===== src/rtl/cam_pkg.sv =====
`default_nettype none
// ============================================================================
//  Module   : cam_pkg
//  Brief    : Shared camera-capture types, state encoding and counter widths.
//  Revision : 1.0 - initial release
// ============================================================================
package cam_pkg;

    localparam int c_H_ACTIVE_DFLT = 640;
    localparam int c_V_ACTIVE_DFLT = 480;

    localparam int c_X_W    = 11;
    localparam int c_Y_W    = 10;
    localparam int c_FCNT_W = 16;

    typedef logic [1:0] cam_state_t;

    localparam cam_state_t c_ST_WAIT_VS    = 2'd0;
    localparam cam_state_t c_ST_WAIT_FRAME = 2'd1;
    localparam cam_state_t c_ST_ACTIVE     = 2'd2;
    localparam cam_state_t c_ST_SKIP       = 2'd3;

    // Saturating increments keep over-long lines/frames from wrapping back
    // into a value that would look like a legal length.
    function automatic logic [c_X_W-1:0] cam_sat_inc_x(input logic [c_X_W-1:0] v);
        return (&v) ? v : v + 1'b1;
    endfunction

    function automatic logic [c_Y_W-1:0] cam_sat_inc_y(input logic [c_Y_W-1:0] v);
        return (&v) ? v : v + 1'b1;
    endfunction

endpackage
`default_nettype wire


===== src/rtl/cam_byte_pair.sv =====
`default_nettype none
// ============================================================================
//  Module   : cam_byte_pair
//  Brief    : Tracks the byte phase within a line and assembles 16-bit pixels.
//  Revision : 1.0 - initial release
// ============================================================================
module cam_byte_pair (
    input  logic        clk,
    input  logic        rstn,
    input  logic        i_href,
    input  logic [7:0]  i_data,
    output logic        o_pair_done,
    output logic [15:0] o_pair_data,
    output logic        o_phase
);

    logic       r_phase;
    logic [7:0] r_hold;

    always_ff @(posedge clk or negedge rstn) begin
        if (!rstn) begin
            r_phase <= 1'b0;
            r_hold  <= 8'h00;
        end else if (!i_href) begin
            r_phase <= 1'b0;
        end else begin
            r_phase <= ~r_phase;
            if (!r_phase) begin
                r_hold <= i_data;
            end
        end
    end

    assign o_pair_done = i_href & r_phase;
    assign o_pair_data = {r_hold, i_data};
    assign o_phase     = r_phase;

endmodule
`default_nettype wire


===== src/rtl/cam_capture.sv =====
`default_nettype none
// ============================================================================
//  Module   : cam_capture
//  Brief    : DVP-style RGB565 camera capture with frame FSM and error flags.
//  Revision : 1.0 - initial release
// ============================================================================
module cam_capture
    import cam_pkg::*;
#(
    parameter int H_ACTIVE = c_H_ACTIVE_DFLT,
    parameter int V_ACTIVE = c_V_ACTIVE_DFLT
) (
    input  logic                clk,
    input  logic                rstn,
    input  logic                capture_en,
    input  logic                cam_vsync,
    input  logic                cam_href,
    input  logic [7:0]          cam_data,
    input  logic                err_clr,
    output logic                pix_valid,
    output logic [15:0]         pix_data,
    output logic                pix_sof,
    output logic                pix_eol,
    output logic [c_X_W-1:0]    pix_x,
    output logic [c_Y_W-1:0]    pix_y,
    output logic [c_FCNT_W-1:0] frame_cnt,
    output logic                err_line,
    output logic                err_frame
);

    localparam logic [c_X_W-1:0] c_H      = c_X_W'(H_ACTIVE);
    localparam logic [c_X_W-1:0] c_H_LAST = c_X_W'(H_ACTIVE - 1);
    localparam logic [c_Y_W-1:0] c_V      = c_Y_W'(V_ACTIVE);

    logic       r_vs;
    logic       r_vs_d;
    logic       r_href;
    logic       r_href_d;
    logic [7:0] r_data;

    always_ff @(posedge clk or negedge rstn) begin
        if (!rstn) begin
            r_vs     <= 1'b0;
            r_vs_d   <= 1'b0;
            r_href   <= 1'b0;
            r_href_d <= 1'b0;
            r_data   <= 8'h00;
        end else begin
            r_vs     <= cam_vsync;
            r_vs_d   <= r_vs;
            r_href   <= cam_href;
            r_href_d <= r_href;
            r_data   <= cam_data;
        end
    end

    logic        w_pair_done;
    logic [15:0] w_pair_data;
    logic        w_phase;

    cam_byte_pair u_byte_pair (
        .clk         (clk),
        .rstn        (rstn),
        .i_href      (r_href),
        .i_data      (r_data),
        .o_pair_done (w_pair_done),
        .o_pair_data (w_pair_data),
        .o_phase     (w_phase)
    );

    cam_state_t       r_state;
    logic [c_X_W-1:0] r_x;
    logic [c_Y_W-1:0] r_y;

    logic w_vs_rise;
    logic w_vs_fall;
    logic w_href_fall;
    logic w_active;
    logic w_pix_ok;
    logic w_abandon;
    logic w_frame_end;
    logic w_line_err_set;
    logic w_frame_err_set;

    assign w_vs_rise   = r_vs & ~r_vs_d;
    assign w_vs_fall   = ~r_vs & r_vs_d;
    assign w_href_fall = ~r_href & r_href_d;
    assign w_active    = (r_state == c_ST_ACTIVE);

    // Bytes past the active window still pair up but never produce a pixel.
    assign w_pix_ok    = w_active & w_pair_done & (r_x < c_H) & (r_y < c_V);

    assign w_abandon       = w_active & w_vs_rise & r_href;
    assign w_frame_end     = w_active & w_vs_rise;
    assign w_line_err_set  = (w_active & w_href_fall & ((r_x != c_H) | w_phase)) | w_abandon;
    assign w_frame_err_set = w_frame_end & ((r_y != c_V) | w_abandon);

    always_ff @(posedge clk or negedge rstn) begin
        if (!rstn) begin
            r_state   <= c_ST_WAIT_VS;
            r_x       <= '0;
            r_y       <= '0;
            pix_valid <= 1'b0;
            pix_data  <= 16'h0000;
            pix_sof   <= 1'b0;
            pix_eol   <= 1'b0;
            pix_x     <= '0;
            pix_y     <= '0;
            frame_cnt <= '0;
            err_line  <= 1'b0;
            err_frame <= 1'b0;
        end else begin
            case (r_state)
                c_ST_WAIT_VS: begin
                    if (w_vs_rise) r_state <= c_ST_WAIT_FRAME;
                end
                c_ST_WAIT_FRAME: begin
                    if (w_vs_fall) r_state <= capture_en ? c_ST_ACTIVE : c_ST_SKIP;
                end
                c_ST_ACTIVE, c_ST_SKIP: begin
                    if (w_vs_rise) r_state <= c_ST_WAIT_FRAME;
                end
                default: r_state <= c_ST_WAIT_VS;
            endcase

            // Position counters are held at zero while waiting for the frame to open.
            if (r_state == c_ST_WAIT_FRAME) begin
                r_x <= '0;
                r_y <= '0;
            end else if (w_active) begin
                if (w_pair_done) begin
                    r_x <= cam_sat_inc_x(r_x);
                end
                if (w_href_fall) begin
                    r_x <= '0;
                    if (r_x != '0) r_y <= cam_sat_inc_y(r_y);
                end
            end

            pix_valid <= w_pix_ok;
            pix_sof   <= w_pix_ok & (r_x == '0) & (r_y == '0);
            pix_eol   <= w_pix_ok & (r_x == c_H_LAST);
            if (w_pix_ok) begin
                pix_data <= w_pair_data;
                pix_x    <= r_x;
                pix_y    <= r_y;
            end

            if (w_frame_end) frame_cnt <= frame_cnt + 1'b1;

            // A new error in the same cycle as a clear request keeps the flag set.
            err_line  <= (err_line  & ~err_clr) | w_line_err_set;
            err_frame <= (err_frame & ~err_clr) | w_frame_err_set;
        end
    end

endmodule
`default_nettype wire

===== config.mk =====
export PLATFORM = sky130hd
export DESIGN_NAME = cam_capture
export DESIGN_NICKNAME = d
export VERILOG_FILES = /design/src/rtl/cam_pkg.sv /design/src/rtl/cam_byte_pair.sv /design/src/rtl/cam_capture.sv
export SDC_FILE = /design/constraint.sdc
export NUM_CORES = 1
export LEC_CHECK = 0
export ABC_CLOCK_PERIOD_IN_PS = 3800
export CAP_MARGIN = 15
export CORE_MARGIN = 1
export CORE_UTILIZATION = 55
export CTS_BUF_LIST = sky130_fd_sc_hd__clkbuf_4 sky130_fd_sc_hd__clkbuf_8 sky130_fd_sc_hd__clkbuf_16
export CTS_CLUSTER_DIAMETER = 80
export DETAILED_ROUTE_END_ITERATION = 7
export PLACE_DENSITY = 0.83
export SYNTH_ARGS = -nofsm -noshare
export SYNTH_HDL_FRONTEND = slang
export SYNTH_HIERARCHICAL = 1
export SYNTH_SLANG_ARGS = --single-unit

===== constraint.sdc =====
create_clock -name clk -period 3.8 [get_ports clk]
set_clock_uncertainty 0.05 [all_clocks]
set_input_delay 0.76 -clock clk [delete_from_list [all_inputs] [get_ports clk]]
set_output_delay 0.76 -clock clk [all_outputs]
set_load 0.1 [all_outputs]

### Yosys cells after proc, flatten, opt, wreduce, memory -nomap -nowiden

Cells that the tools add are included.

| storage, ports and cells | value |
|---|---|
| memory bits (writable) | 0 |
| output and inout bits | 58 |
| memories kept | 0 |
| memory bits (read-only) | 0 |
| word-level logic and storage cells | 91 |
| bits in latches | 0 |
| bits in registers | 102 |

| operators by class | value |
|---|---|
| $mul | 0 |
| div/mod/pow operators | 0 |
| reductions and logical operators | 15 |
| eq/ne operators | 10 |
| shifts and indexed selects | 0 |
| $lt $le $gt $ge | 2 |
| muxes and demuxes | 15 |
| bitwise logic cells | 27 |
| $add $sub $neg | 3 |

Operators with widths:

| kind | number |
|---|---|
| 11-bit two-way mux | 5 |
| 10-bit two-way mux | 5 |
| 1-bit AND | 17 |
| 16-bit by 1-bit adder with 16-bit output (second input constant) | 1 |
| 11-bit by 1-bit adder with 11-bit output (second input constant) | 1 |
| 11-bit by 10-bit == test with 1-bit output (second input constant) | 1 |
| 11-bit zero test | 1 |
| 11-bit by 10-bit < comparator with 1-bit output (second input constant) | 1 |
| 11-bit by 10-bit inequality test with 1-bit output (second input constant) | 1 |
| 11-bit AND reduction | 1 |
| 11-bit nonzero test | 1 |
| 10-bit by 1-bit adder with 10-bit output (second input constant) | 1 |
| 10-bit zero test | 1 |
| 10-bit by 9-bit < comparator with 1-bit output (second input constant) | 1 |
| 10-bit by 9-bit inequality test with 1-bit output (second input constant) | 1 |
| 10-bit AND reduction | 1 |
| 2-bit nonzero test | 3 |
| 1-bit NOT | 5 |
| 1-bit OR | 5 |
| 2-bit == test (second input constant) | 2 |
| 2-bit two-way mux | 2 |
| 2-bit inequality test (second input constant) | 2 |
| 2-bit one-hot mux with 2 select lines | 1 |
| 2-bit AND reduction | 2 |
| other kinds (9) | 10 |

### Depth between registers and ports, before layout

Gate-level depths: netlist (run 1).

| depth | value |
|---|---|
| depth after elaboration | 7 |
| gate-level depth with buffers | 8 |
| gate-level depth less buffers | 6 |

### Modules after synthesis

The synthesis (run 1) kept the hierarchy.

By module, submodules not included:

| module | cells an instance | area each (um^2) | times used |
|---|---|---|---|
| cam_capture | 361 | 4191.5 | 1 |
| cam_byte_pair | 28 | 437.9 | 1 |

### Worst setup path after synthesis (run 1)

Ideal clock, no wire load.

| timing path | value |
|---|---|
| path kind | flip-flop to flip-flop |
| start point | reg frame_cnt[0] |
| end point | reg frame_cnt[12] |
| setup time | 0.159 ns |
| buffers on the path | 0 |
| required time | 3.591 ns |
| arrival time | 2.160 ns |
| path slack | 1.431 ns |
| cell stages (with the launch flop) | 6 |
| cells stage by stage | dfrtp_1 ha_1 nand4b_1 nor4_1 nand3_1 xnor2_1 |

| on the way | value |
|---|---|
| word-level cells in the longest chain between the ends | 1 |

RTL lines:

| element | RTL line | text |
|---|---|---|
| start: declaration | cam_capture.sv:26 | `output logic [c_FCNT_W-1:0] frame_cnt,` |
| start signal: assignment | cam_capture.sv:149 | `if (w_frame_end) frame_cnt <= frame_cnt + 1'b1;` |
| 16-bit by 1-bit adder with 16-bit output | cam_capture.sv:149 |  |

No other way between the ends.
A chain may end at the register's enable or synchronous reset.

### Worst setup path after layout (run 1)

| timing path | value |
|---|---|
| start point | reg frame_cnt[3] |
| end point | out frame_cnt[3] |

No word-level cell between the ends.

==> results of run 1 <==
==> stage by stage <==
stage	cell area, sq um	hold slack [ps]	setup slack [ps]	util
6_report	5532	412.7	1002	0.6766
5_1_grt	5532	431.2	948.4	0.6766
4_1_cts	5532	413.8	1005	0.6766
3_5_place_dp	5316	387.8	1186	0.6503
3_3_place_gp	5316	387.8	1261	0.6503
2_1_floorplan	4629	349.5	1431	-
==> registers in the layout (all words and copies together) (netlist names), 2 cells and up <==
name and count:
r_state 2, u_byte_pair/r_hold 8, pix_x 11, r_data 8, r_x 11, r_y 10
pix_y 10, frame_cnt 16, pix_data 16
==> worst paths after layout <==
path / to / slack [ps] / cells past startpoint
setup reg to reg: pix_data[14] / 1180 / 6
min in group asynchronous: u_byte_pair/r_hold[0] / 450 / 1
max in group asynchronous: frame_cnt[5] / 2460 / 2
hold / removal: r_vs_d / 410 / 0
hold reg to reg: r_vs_d / 410 / 0
setup / recovery: frame_cnt[3] / 1000 / 1
==> layout by cell type (no fill, tap or decap), types with 3 or more instances in the layout <==
cell type,synthesis,routed
inv_1,19,19
and2_1,3,3
o311ai_0,5,5
inv_6,1,3
nor2b_1,4,4
a21oi_1,7,7
nor2_1,11,11
nor3_1,9,9
o31ai_1,3,3
nor4_1,7,7
clkdlybuf4s50_1,0,70
ha_1,7,7
xnor2_1,12,12
o311ai_1,3,3
and3_1,7,7
o211ai_1,6,6
nand4_1,11,11
a31oi_1,3,3
mux2_1,8,8
mux2_4,18,18
mux2_2,10,10
nand2b_1,3,3
xor2_1,3,3
dfrtp_1,102,102
or4_1,6,6
buf_4,8,4
o21ai_0,18,18
nand3_1,19,19
clkbuf_8,0,10
nand2_1,23,23
==> area by class of cell <==
class	count	area share
Clock buffer	10	0.02488
Clock inverter	6	0.01402
Inverter	21	0.01515
Multi-Input combinational cell	241	0.3287
Sequential cell	102	0.4614
Tap cell	105	0.02375
Timing Repair Buffer	74	0.1321
==> metal layers <==
metal  track usage  wire [um]  vias to the layer above
met3       0.06715        557                       20
li1              -          -                     1527
met5             0          0                        -
met1        0.3214       4272                     1669
met4       0.07436        172                        0
met2        0.3644       4691                      110
==> logic make-up after synthesis <==
| family | after synthesis |
|---|---|
| AND/OR/NAND/NOR | 118 |
| AO/OA/AOI/OAI | 63 |
| buffers and inverters | 46 |
| multiplexers | 38 |
| flip-flops | 102 |
| adder cells (fa/ha/maj) | 7 |
| XOR/XNOR | 15 |
==> power by group <==
group          switching, mW  internal (mW)  total (mW)
clock                  0.395          0.333       0.728
combinational           1.05          0.327        1.38
sequential            0.0942           1.21        1.31
==> flow_metrics.env, run 1 <==
export IMPL_rsz0062_at_grt="false"
export IMPL_finalSetupViolations=0
export IMPL_layoutNonFillerInstCount=559
export IMPL_ff_latch_area_sq_um=2552
export IMPL_leakagePower_nw=2.423
export IMPL_drtAntennaViolNets=0
export IMPL_clockRootBuffer="clkbuf_8"
export IMPL_dp_final_hpwl_mm=6.696
export IMPL_synth_top_area_share=0.5514
export IMPL_period_needed_ps=2798
export IMPL_ios=72
export IMPL_synthFlopType="dfrtp_1"
export IMPL_syn_inst=389
export IMPL_grt_remaining_overflow=0
export IMPL_syn_avg_cell_area_sq_um=11.90
export IMPL_yosys_warnings=6
export IMPL_vias=3326
export IMPL_fin_tns_setup_ps=0
export IMPL_cp_arrival_ps=1990
export IMPL_synth_nets=410
export IMPL_ir_drop_mv=0.5750
export IMPL_path_cells="clkdlybuf4s50_1"
export IMPL_hold_viol=0
export IMPL_synthTopCellsByCount="dfrtp_1, nand2_1, inv_1, nand3_1"
export IMPL_diodes=0
export IMPL_synth_top_family_by_area="simple AND/OR/NAND/NOR gates"
export IMPL_gp_congestion=0.9179
export IMPL_cp_slowest_stage_delay_ps=1180
export IMPL_synth_most_common_cell="dfrtp_1"
export IMPL_cts_resized=0
export IMPL_dp_cells=543
export IMPL_crit_required_ps=2990
export IMPL_crit_buf_inv=1
export IMPL_insertion_delay_ps=370
export IMPL_nNetsFinal=470
export IMPL_cts_htree_levels=3
export IMPL_drv_slew=0
export IMPL_dieArea_sq_um=8788
export IMPL_crit_start="frame_cnt[3]"
export IMPL_worst_slew_pin_slew_ps=1114
export IMPL_nFillCells=640
export IMPL_fin_crit_sh=0.7364
export IMPL_die_x_um=93.75
export IMPL_path_delay_family="buffers and inverters"
export IMPL_grt_usage=0.2355
export IMPL_cts_buffers=9
export IMPL_yosys_area_share_adder=0.01892
export IMPL_path_max_fanout=5
export IMPL_routed_via_density=5.950
export IMPL_synth_compound_area_frac=0.09351
export IMPL_yosysUniqueCellTypes=63
export IMPL_area_growth_pct=19.49
export IMPL_core_sq_um=8175
export IMPL_cts_clk_slew_worst_paths_ps=100
export IMPL_async_flop_share=1.000
export IMPL_synth_area_mux_share=0.1065
export IMPL_die_h_um=93.75
export IMPL_antenna_found_initial=0
export IMPL_critPathLaunchType="register"
export IMPL_multiInputGateArea_sq_um=1818
export IMPL_crit_type="reg -> out"
export IMPL_fmaxAchievable_ghz=0.3574
export IMPL_worstHoldStart="r_vs"
export IMPL_synth_xor_area_frac=0.02838
export IMPL_status="complete, no violations"
export IMPL_io_buffer_count=71
export IMPL_routedWlPerCell_um=17.34
export IMPL_r2r_start="r_state[0]"
export IMPL_synth_edf_count=0
export IMPL_post_cts_buffers=0
export IMPL_routed_wl_mm=9.694
export IMPL_dr_pass1_iters=5
export IMPL_cts_sinks=102
export IMPL_initial_core_util=0.5663
export IMPL_synth_top_area_cell="dfrtp_1"
export IMPL_ys_seq_area_frac=0.5514
export IMPL_p_total_mw=3.413
export IMPL_grt_pass1_vias=3168
export IMPL_syn_cell_area_sq_um=4629
export IMPL_netlist_top_cells_area="dfrtp_1, mux2_4, mux2_2, xnor2_1, nand3_1"
export IMPL_slew_headroom=0.2575
export IMPL_max_clock_path_buffers=2
export IMPL_ctsHoldBuffers=0
export IMPL_layout_drive_gt1_share=0.1278
export IMPL_cp_slowest_cell="clkdlybuf4s50_1"
export IMPL_placementRows=33
export IMPL_power_density_nw_per_um2=617.0
export IMPL_synth_simple_gate_area_frac=0.1454
export IMPL_hp_class="reg -> reg"
export IMPL_remaining_drc_errors=0
export IMPL_ys_ff_latch=102
export IMPL_cts_tree="built"
export IMPL_grt_pass1_wl_mm=15.67
export IMPL_grt_start_max_net_pins=75
export IMPL_drtIter0Drc=252
export IMPL_end_kind="primary output"
export IMPL_drv_cap=0
Power figures use the tool's default switching activity.
==> run 2, diff against run 1 <==
Settings changed: ABC_CLOCK_PERIOD_IN_PS 3800 to 2450, CORE_UTILIZATION 55 to 48, PLACE_DENSITY 0.83 to 0.77.
Clock period 3.8 ns to 2.45 ns, I/O delays scaled along.
==> run 2 against run 1 <==
Net effect: global-route usage decreased by 2.9 points; critical path type is now reg -> reg; sequential share of layout area increased by 0.27 points; worst setup slack got worse by 690 ps.
==> flow_metrics.env, run 2 (synthesis results as in run 1) <==
export IMPL_status="complete, no violations"
export IMPL_vias=3328
export IMPL_fin_crit_sh=0.8719
export IMPL_core_sq_um=9284
export IMPL_leakagePower_nw=2.577
export IMPL_die_x_um=100.2
export IMPL_design_area_sq_um=5499
export IMPL_crit_type="reg -> reg"
export IMPL_ff_latch_area_sq_um=2552
export IMPL_nNetsFinal=479
export IMPL_remaining_drc_errors=0
export IMPL_worst_slew_pin_slew_ps=756.2
export IMPL_grt_remaining_overflow=0
export IMPL_largestRegisters="frame_cnt x16, pix_data x16"
export IMPL_finalSetupViolations=0
export IMPL_drtAntennaViolNets=0
export IMPL_cts_tree="built"
export IMPL_dr_pass1_iters=4
export IMPL_rsz0062_at_grt="false"
export IMPL_fin_ws_ps=313.9
export IMPL_die_h_um=100.2
export IMPL_crit_start="r_state[0]"
export IMPL_routed_wl_mm=9.772
export IMPL_path_max_fanout=6
export IMPL_dp_slack_ps=321.4
export IMPL_hold_viol=0
export IMPL_area_growth_pct=18.78
export IMPL_critPathLaunchType="register"
export IMPL_placed_cell_area_sq_um=5274
export IMPL_dieArea_sq_um=10040
export IMPL_period_needed_ps=2136
export IMPL_cts_buffers=9
export IMPL_routedWlPerCell_um=16.51
export IMPL_nFillCells=805
export IMPL_grt_pass1_vias=3221
export IMPL_crit_required_ps=2670
export IMPL_grt_usage=0.2065
export IMPL_grt_pass1_wl_mm=15.99
export IMPL_drv_slew=0
export IMPL_drv_cap=0
export IMPL_initial_core_util=0.4987
export IMPL_dp_final_hpwl_mm=6.955
export IMPL_final_common_cell="dfrtp_1"
export IMPL_placementRows=35
export IMPL_cts_sinks=102
export IMPL_antenna_found_initial=0
export IMPL_hp_class="reg -> reg"
export IMPL_max_clock_path_buffers=2
export IMPL_layoutNonFillerInstCount=592
export IMPL_end_kind="register"
export IMPL_layout_common_cells="dfrtp_1, buf_4, nand2_1"
export IMPL_cts_clk_slew_worst_paths_ps=110
export IMPL_worstHoldStart="r_vs"
export IMPL_cp_arrival_ps=2360
export IMPL_ir_drop_mv=0.9626
export IMPL_slew_headroom=0.4912
export IMPL_layout_drive_gt1_share=0.2678
export IMPL_r2r_start="r_state[0]"
export IMPL_diodes=0
export IMPL_drtIter0Drc=144
export IMPL_fmaxAchievable_ghz=0.4681
export IMPL_routed_via_density=5.622
export IMPL_cts_htree_levels=3
export IMPL_power_density_nw_per_um2=958.4
export IMPL_multiInputGateArea_sq_um=1818
export IMPL_gp_congestion=0.9044
export IMPL_grt_start_max_net_pins=65
export IMPL_fin_tns_setup_ps=0
export IMPL_timing_hold_ws_ps=428.1
export IMPL_ios=72
export IMPL_io_buffer_count=71
export IMPL_insertion_delay_ps=380
export IMPL_clockRootBuffer="clkbuf_8"
export IMPL_dp_cells=575
==> run 2: cell types whose count changed in the layout (fill, tap and decap cells not counted), sizes merged <==
cell,delta
clkdlybuf4s50,-58
buf,+66
clkbuf,-1
clkinv,-1
dlygate4sd3,+1
inv,+3
bufinv,-1
==> run 2: final timing paths <==
kind / endpoint / slack [ps] / cells past startpoint
min in group asynchronous: pix_data[7] / 510 / 2
max in group asynchronous: frame_cnt[2] / 1170 / 3
min: r_vs_d / 430 / 0
max reg2reg: frame_cnt[12] / 310 / 6
max: frame_cnt[12] / 310 / 6
min reg2reg: r_vs_d / 430 / 0
==> run 2: area by class of cell <==
class | count | share of cell area
well taps | 129 | 0.02935
repair buffers | 83 | 0.1215
multi-input cells | 241 | 0.3306
inverters | 21 | 0.01524
clock buffers | 9 | 0.02253
flip-flops and latches | 102 | 0.4642
clock inverters | 7 | 0.01661
==> run 2: repair_timing <==
| action | 4_1_cts | 5_1_grt |
|---|---|---|
| hold buffers | 1 | 0 |
| buffers inserted | 0 | 0 |
| gates resized for setup | 0 | 0 |
| hold endpoints to repair | 26 | 0 |
| endpoints found under the setup margin | 0 | 0 |
==> run 2: critical path: stages, from the launching register on <==
cell and delay, ps:
dfrtp_1 430, inv_1 70, ha_1 290, nand4b_1 230, nor4_1 630, nand3_1 180
xnor2_1 160
==> run 2: through the flow <==
stage | power (mW) | utilization
finish | 5.270 | 0.5923
global route | 5.498 | 0.5923
CTS | 5.308 | 0.5923
detailed placement | 4.180 | 0.5681
global placement | 4.131 | 0.5681
floorplan | 3.636 | -
==> run 2: layer usage <==
| layer | GRT usage | routed length [um] | vias to the layer above | share of wire |
|---|---|---|---|---|
| li1 | - | - | 1548 | - |
| met1 | 0.2808 | 4303 | 1661 | 0.44 |
| met2 | 0.3119 | 4633 | 102 | 0.47 |
| met3 | 0.06267 | 633 | 17 | 0.065 |
| met4 | 0.07915 | 201 | 0 | 0.021 |
| met5 | 0 | 0 | - | 0 |
==> run 2: where the power goes <==
part / switching, mW / leakage, nW / internal (mW)
sequential: 0.142 / 1.35 / 1.88
clock: 0.686 / 0.108 / 0.425
combinational: 1.64 / 1.12 / 0.503
